### src/rtl/mulred114689s_stream_if.sv
// Operand/result stream bus for the q = 114689 multiply-add front end.
interface mulred114689s_stream_if;
  logic        in_valid;
  logic        in_ready;
  logic [16:0] in_a;
  logic [16:0] in_b;
  logic [16:0] in_c;
  logic        out_valid;
  logic        out_ready;
  logic [16:0] out_z;

  modport master (
    output in_valid, in_a, in_b, in_c, out_ready,
    input  in_ready, out_valid, out_z
  );

  modport slave (
    input  in_valid, in_a, in_b, in_c, out_ready,
    output in_ready, out_valid, out_z
  );
endinterface

### src/rtl/mulred114689s.sv
// Streaming signed a*b + c front end feeding a fixed-latency mod-114689
// reducer; results are centred to [-57344, 57344] and buffered in a
// credit-protected FIFO so the enable-less reducer never has to stall.
module mulred114689s_stream #(
  parameter int unsigned DEPTH = 8
) (
  input  logic                  clk,
  input  logic                  rst,
  mulred114689s_stream_if.slave bus
);
  localparam int unsigned PW = (DEPTH > 1) ? $clog2(DEPTH) : 1;
  localparam int unsigned CW = $clog2(DEPTH + 1);
  localparam logic signed [17:0] HALF = 18'sd57344;
  localparam logic signed [17:0] QV   = 18'sd114689;

  if (DEPTH < 6) begin : g_depth_check
    $error("mulred114689s_stream: DEPTH must be >= 6");
  end

  logic                  v1, v2, v3, v4, v5;
  logic signed [16:0]    a_r, b_r, c_r;
  logic signed [32:0]    in_z;
  logic signed [17:0]    red_z;
  logic signed [17:0]    z_c;
  logic [16:0]           z_w;
  logic [2:0]            inflight;
  logic                  accept, wr, rd;
  logic [PW-1:0]         wr_ptr, rd_ptr, rd_next;
  logic [CW-1:0]         count, cnt_next;
  logic [16:0]           mem [DEPTH];

  function automatic logic [PW-1:0] ptr_inc(input logic [PW-1:0] p);
    return (32'(p) == DEPTH - 1) ? '0 : p + 1'b1;
  endfunction

  assign inflight = 3'(v1) + 3'(v2) + 3'(v3) + 3'(v4) + 3'(v5);
  // Every accepted triple owns a FIFO slot; rst gating forces 0 during reset.
  assign bus.in_ready = rst && ((32'(count) + 32'(inflight)) < DEPTH);
  assign accept = bus.in_valid && bus.in_ready;
  assign wr     = v5;
  assign rd     = bus.out_valid && bus.out_ready;

  // Operand capture and product/sum stage, valid bits ride alongside.
  always_ff @(posedge clk or negedge rst) begin
    if (!rst) begin
      v1   <= 1'b0;
      v2   <= 1'b0;
      v3   <= 1'b0;
      v4   <= 1'b0;
      v5   <= 1'b0;
      a_r  <= '0;
      b_r  <= '0;
      c_r  <= '0;
      in_z <= '0;
    end else begin
      v1 <= accept;
      if (accept) begin
        a_r <= $signed(bus.in_a);
        b_r <= $signed(bus.in_b);
        c_r <= $signed(bus.in_c);
      end
      in_z <= 33'(34'(a_r) * 34'(b_r) + 34'(c_r));
      v2 <= v1;
      v3 <= v2;
      v4 <= v3;
      v5 <= v4;
    end
  end

  modmul114689s u_red (
    .clk  (clk),
    .rst  (~rst),
    .inZ  (in_z),
    .outZ (red_z)
  );

  // Fold reducer output into the centred range with a single +/- q step.
  always_comb begin
    z_c = red_z;
    if (red_z > HALF) begin
      z_c = red_z - QV;
    end else if (red_z < -HALF) begin
      z_c = red_z + QV;
    end
    z_w = z_c[16:0];
  end

  // Next read pointer and occupancy after this cycle's read/write.
  always_comb begin
    rd_next  = rd ? ptr_inc(rd_ptr) : rd_ptr;
    cnt_next = count + CW'(wr) - CW'(rd);
  end

  // FIFO storage; content needs no reset because visibility is tracked by count.
  always_ff @(posedge clk) begin
    if (wr) begin
      mem[wr_ptr] <= z_w;
    end
  end

  // Pointer/count bookkeeping and registered head; the head register bypasses
  // the array when the next head is the slot being written this cycle.
  always_ff @(posedge clk or negedge rst) begin
    if (!rst) begin
      wr_ptr        <= '0;
      rd_ptr        <= '0;
      count         <= '0;
      bus.out_valid <= 1'b0;
      bus.out_z     <= '0;
    end else begin
      if (wr) begin
        wr_ptr <= ptr_inc(wr_ptr);
      end
      rd_ptr        <= rd_next;
      count         <= cnt_next;
      bus.out_valid <= (cnt_next != '0);
      if (cnt_next != '0) begin
        bus.out_z <= (wr && (rd_next == wr_ptr)) ? z_w : mem[rd_next];
      end
    end
  end
endmodule

// Signed mod-114689 reducer, fixed 3-cycle latency, no enable.
// Output is congruent to inZ and lies strictly inside (-114689, 114689).
module modmul114689s (
  input  logic               clk,
  input  logic               rst,
  input  logic signed [32:0] inZ,
  output logic signed [17:0] outZ
);
  localparam logic signed [32:0] Q = 33'sd114689;

  logic signed [17:0] r1, r2;

  // Remainder in the first stage, then two balancing register stages.
  always_ff @(posedge clk or posedge rst) begin
    if (rst) begin
      r1   <= '0;
      r2   <= '0;
      outZ <= '0;
    end else begin
      r1   <= 18'(inZ % Q);
      r2   <= r1;
      outZ <= r2;
    end
  end
endmodule
### src/flat_wrapper.sv
// flat-port wrapper written by rule: the top's interface ports become plain ports
module mulred114689s_stream_flat 
#(
  parameter int unsigned DEPTH = 8
)
  (clk, rst, bus_in_valid, bus_in_a, bus_in_b, bus_in_c, bus_out_ready, bus_in_ready, bus_out_valid, bus_out_z);
  mulred114689s_stream_if bus_i ();
  input  logic clk;
  input  logic rst;
  input wire logic [$bits(bus_i.in_valid)-1:0] bus_in_valid;
  input wire logic [$bits(bus_i.in_a)-1:0] bus_in_a;
  input wire logic [$bits(bus_i.in_b)-1:0] bus_in_b;
  input wire logic [$bits(bus_i.in_c)-1:0] bus_in_c;
  input wire logic [$bits(bus_i.out_ready)-1:0] bus_out_ready;
  output wire logic [$bits(bus_i.in_ready)-1:0] bus_in_ready;
  output wire logic [$bits(bus_i.out_valid)-1:0] bus_out_valid;
  output wire logic [$bits(bus_i.out_z)-1:0] bus_out_z;
  assign bus_i.in_valid = bus_in_valid;
  assign bus_i.in_a = bus_in_a;
  assign bus_i.in_b = bus_in_b;
  assign bus_i.in_c = bus_in_c;
  assign bus_i.out_ready = bus_out_ready;
  assign bus_in_ready = bus_i.in_ready;
  assign bus_out_valid = bus_i.out_valid;
  assign bus_out_z = bus_i.out_z;
  mulred114689s_stream #(.DEPTH(DEPTH)) u_core (.clk(clk), .rst(rst), .bus(bus_i));
endmodule
### config.mk
export PLATFORM = sky130hd
export DESIGN_NAME = mulred114689s_stream_flat
export DESIGN_NICKNAME = d
export VERILOG_FILES = /design/src/rtl/mulred114689s_stream_if.sv /design/src/rtl/mulred114689s.sv /design/src/flat_wrapper.sv
export SDC_FILE = /design/constraint.sdc
export NUM_CORES = 2
export LEC_CHECK = 0
export BUFFER_PORTS_ARGS = -buffer_cell sky130_fd_sc_hd__buf_2
export CAP_MARGIN = 30
export CORE_ASPECT_RATIO = 0.9
export CORE_MARGIN = 2
export CORE_UTILIZATION = 50
export CTS_CLUSTER_DIAMETER = 150
export DETAILED_ROUTE_END_ITERATION = 16
export GPL_ROUTABILITY_DRIVEN = 0
export PLACE_DENSITY = 0.66
export SLEW_MARGIN = 40
export SYNTH_ARGS = -nofsm -noshare
export SYNTH_HDL_FRONTEND = slang
export SYNTH_HIERARCHICAL = 1
export SYNTH_SLANG_ARGS = --single-unit
### constraint.sdc
create_clock -name clk -period 53.6 [get_ports clk]
set_input_delay 0 -clock clk [delete_from_list [all_inputs] [get_ports clk]]
set_output_delay 0 -clock clk [all_outputs]
set_load 0.02 [all_outputs]
Word level (Yosys, flattened, before mapping)
Memories as Yosys holds them, arrays and structs flattened. A register that Yosys moved wholly into a read port is not among the register bits. Cells that the tools add are included.

Register bits after elaboration: 154. Memories kept: 1. Output and inout bits: 19. Bits in writable memories: 136.

Multipliers: 1. Div/mod/pow operators: 1. Order comparisons: 3. Add/subtract/negate cells: 12. Reductions and logical operators: 5. Mux-type cells: 7. Equal/unequal tests: 2.

Memory list: u_core.mem (words 8, bits a word 17, rd ports 1, clocked after memory_dff 1, write ports 1, line mulred114689s.sv:30) `logic [16:0] mem [DEPTH];`.

Operator list (number): $mux 17 (2); $add 33x17->33 (1); $mod 33x18->33 const B (1); $mul 17x17->33 (1); $lt 32x4->1 const B (1); $gt 18x17->1 const B (1); $lt 18x17->1 const B (1); $add 17x15->17 const B (1); $sub 17x15->17 const B (1); $add 3x1->3 (3); $mux 3 (3); $add 3x1->3 const B (2); $eq 3x3->1 const B (2); $add 4x3->5 (1); $add 4x1->4 (1); $reduce_bool 4->1 (1); $sub 4x1->4 (1); $logic_and 1x1->1 (3); $add 1x1->2 (1); $mux 1 (2); $logic_not 1->1 (1).

Longest topological paths before layout
Depth in word-level cells: 8. Gate-level depth with buffers: 87.

Cells and area by module
The synthesis kept the hierarchy.

Modules (own cells, without submodules): mulred114689s_stream (seq. area each 7011.7 sq um, instances 1, cells an instance 2064, area each 21749.6 sq um); modmul114689s (seq. area each 1351.3 sq um, instances 1, cells an instance 1801, area each 12874.8 sq um).

Least setup slack after synthesis
Ideal clock, no wire load.

Kind: reg-to-reg. From: register u_core.in_z[0]. To: register u_core.u_red.r1[15]. Setup time: 0.080 ns. Stages on the path, launching flop included: 80. Path buffers: 11. Path slack: 33.879 ns. Arrival time: 19.641 ns. Clock period less this slack: 19.721 ns. Cells stage by stage: dfrtp_1 -> buf_2 -> inv_1 -> ha_1 -> or3b_2 -> nor4_1 -> buf_2 -> a311oi_1 -> or4_4 -> nor4b_4 -> a21oi_1 -> a211o_1 -> or3_1 -> buf_2 -> o21ai_1 -> xnor2_1 -> o211ai_1 -> o41ai_2 -> (+44 left out) -> and4b_1 -> a221oi_1 -> or3_1 -> a221oi_2 -> nand3_1 -> or3_4 -> o21ai_2 -> xnor2_1 -> ha_1 -> o311a_1 -> a311o_1 -> or4b_1 -> a21oi_2 -> buf_4 -> mux2_1 -> or4_4 -> o41ai_2 -> xnor2_1.

Word-level cells in the longest chain between the ends: 1.

Ends and longest elaborated chain: start, declared (line mulred114689s.sv:22) `logic signed [32:0] in_z;`; start signal, assigned (line mulred114689s.sv:62) `in_z <= 33'(34'(a_r) * 34'(b_r) + 34'(c_r));`; $mod 33x18->33 (line mulred114689s.sv:143) `r1 <= 18'(inZ % Q);`; end signal, assigned (line mulred114689s.sv:143); end, declared (line mulred114689s.sv:134) `logic signed [17:0] r1, r2;`.

No other way between the ends. A chain may end at the register's enable or synchronous reset.

Final worst setup path
From: register u_core.in_z[0]. To: register u_core.u_red.r1[17].

Same word-level chain as after synthesis.

==> impl_metrics.env <==
export IMPL_crit_fanout=15
export IMPL_slew_headroom=0.423
export IMPL_cpLargestDelayFamily="simple AND/OR/NAND/NOR gates"
export IMPL_tightest_slew_ps=865
export IMPL_violations="negative hold slack"
export IMPL_clk_latency_ps=580
export IMPL_mostFrequentLayoutCells="nand2_1 (467), inv_1 (444), fa_1 (310)"
export IMPL_setup_violations=0
export IMPL_outcome="finished with violations"
export IMPL_num_vias=28800
export IMPL_slew_viol_final=0
export IMPL_seqCellArea_sq_um=8360
export IMPL_hp_class="in2async"
export IMPL_synth_warning_count=6
export IMPL_synth_simple_area_share=0.222
export IMPL_max_stage_delay_ps=680
export IMPL_totalWireLength_um=93100
export IMPL_post_place_ws_ps=29700
export IMPL_maxCapViolCount=0
export IMPL_synth_adder_area_share=0.221
export IMPL_io_pins=74
export IMPL_cts_resized_gates=0
export IMPL_vias_per_cell=5.93
export IMPL_syn_inst=3865
export IMPL_crit_type="reg2reg"
export IMPL_cts_root_buf="clkbuf_16"
export IMPL_cts_buffer_depth=3
export IMPL_cts_buffers=35
export IMPL_grt_pass1_wl_um=151000
export IMPL_synth_flop_cell="dfrtp_1"
export IMPL_grt_pass1_vias=27300
export IMPL_syn_to_final_growth_pct=8.51
export IMPL_layout_setup_ws_ps=29800
export IMPL_synth_top_family_by_area="simple AND/OR/NAND/NOR gates"
export IMPL_rsz0062_at_grt="no"
export IMPL_drt_iter0_drc=2574
export IMPL_clock_skew_ps=38.5
export IMPL_mappedNetlistNets=4342
export IMPL_clk_pin_slew_ps=60
export IMPL_grt_overflow_total=0
export IMPL_worst_path_buf_inv=3
export IMPL_start_util=0.505
export IMPL_ys_types=138
export IMPL_cts_sinks=307
export IMPL_multi_input_area_sq_um=24100
export IMPL_finalCritPeriodShare=0.444
export IMPL_hold_viol=21
export IMPL_antenna_found_initial=0
export IMPL_dr_pass1_iters=5
export IMPL_core_sq_um=68500
export IMPL_cts_tree="done"
export IMPL_port_buffers=73
export IMPL_critPathLaunchType="flip-flop"
export IMPL_wl_per_cell_um=19.1
export IMPL_synth_mux_area_frac=0.0297
export IMPL_synth_compound_area_frac=0.159
export IMPL_n_antenna_cell=0
export IMPL_yosysSeqAreaShare=0.242
export IMPL_cp_data_arrival_time_ps=24270
export IMPL_drc=0
export IMPL_whs_ps=-14.2
export IMPL_tns_ps=0
export IMPL_htreeDepth=2
export IMPL_die_h_um=254
export IMPL_die_area_sq_um=71400
export IMPL_drive_gt1_frac=0.0928
export IMPL_cts_setup_buffers=0
export IMPL_rows=91
export IMPL_yosysTopAreaCell="fa_1"
export IMPL_syn_area_per_cell_sq_um=8.96
export IMPL_fill_cells=6345
export IMPL_track_usage=0.263
export IMPL_cp_required_ps=54070
export IMPL_grt_max_degree=71
export IMPL_async_reset_ff_frac=0.557
export IMPL_hpwlAfterDp_um=70700
export IMPL_ant_nets=0
export IMPL_synth_seq_cells=307
export IMPL_end_kind="flip-flop"
export IMPL_layout_nets=4383
export IMPL_fp_dieW_um=281
export IMPL_synth_edf_count=136
export IMPL_synth_area_leaders="fa_1 (18%), dfrtp_1 (12%), edfxtp_1 (12%), nand2_1 (5.1%), inv_1 (4.8%)"
export IMPL_cp_slowest_cell="xnor2_1"
export IMPL_fmax_mhz=42.0
export IMPL_synth_top_area_share=0.179
export IMPL_mostFrequentLayoutCell="nand2_1"
export IMPL_synth_area_sq_um=34600
export IMPL_yosys_area_share_xor_xnor=0.0598
export IMPL_finalCriticalPeriod_ps=23800
export IMPL_cpMostUsedCell="xnor2_1"
==> metrics by stage <==
stage / instances / utilization / area (sq um)
final: 4863 / 0.548 / 37600
after global routing: 4863 / 0.548 / 37600
after CTS: 4863 / 0.547 / 37500
after detailed placement: 4747 / 0.523 / 35800
after global placement: 4747 / 0.522 / 35800
after floorplan: 3865 / - / 34600
==> worst paths after layout <==
path | start | endpoint | slack, ps | cells after the start
setup reg to reg | u_core/in_z[0] | u_core/u_red/r1[17] | 29800 | 70
max in group asynchronous | rst | u_core/u_red/outZ[10] | 52290 | 4
hold reg to reg | u_core/u_red/r2[5] | u_core/u_red/outZ[5] | 340 | 0
hold / removal | rst | u_core/c_r[5] | -10 | 2
min in group clk | bus_in_a[6] | u_core/a_r[6] | 190 | 3
setup / recovery | u_core/in_z[0] | u_core/u_red/r1[17] | 29800 | 70
==> cells in the mapped netlist (55+ instances only) <==
library cell / instances
and3_1: 55
nand2_1: 468
mux2_2: 61
clkbuf_1: 111
xor2_1: 68
and2_1: 176
xnor2_1: 161
inv_1: 447
o21ai_0: 78
ha_1: 112
nor2_1: 216
nand3_1: 133
dfrtp_1: 171
edfxtp_1: 136
a21oi_1: 116
fa_1: 310
nor3_1: 89
==> what timing repair did <==
action	4_1_cts	5_1_grt
hold buffers	52	0
setup endpoints to repair	0	0
endpoints found under the hold margin	102	0
==> per-layer routing <==
metal	up-vias	global-route usage	share of wire
met2	1100	0.377	0.41
met3	127	0.0455	0.080
met4	0	0.0508	0.017
met5	-	0	0
li1	13600	-	-
met1	14000	0.413	0.49
==> final cells by class <==
cell class,instances,area share
multi-input cells,2961,0.642
flip-flops and latches,307,0.223
inverters,450,0.0450
well taps,930,0.0310
repair buffers,151,0.0290
clock buffers,47,0.0250
clock inverters,17,0.00566
==> logic make-up after synthesis <==
group,after synthesis
xor+xnor,233
fa+ha+maj,426
compound gates,728
simple gates,1481
buf+inv,597
flops,307
mux,93
==> state kept, by name, summed over array words and instances, names as in the netlist, 18 cells and up <==
signal	flops
u_core/in_z	33
u_core/mem	136
u_core/u_red/outZ	18
u_core/u_red/r1	18
u_core/u_red/r2	18
==> worst reg2reg max path, delay by kind of cell (launching register included) <==
kind	cells	cell delay (ps)
buffers and inverters	3	610
flip-flops	1	520
XOR/XNOR	6	1760
multiplexers	1	460
AO/OA/AOI/OAI	30	9730
AND/OR/NAND/NOR	27	10020
adder cells (fa/ha/maj)	3	660
Power is not shown: default switching activity piles up to over one toggle a cycle in this logic, so the estimate is an artifact.
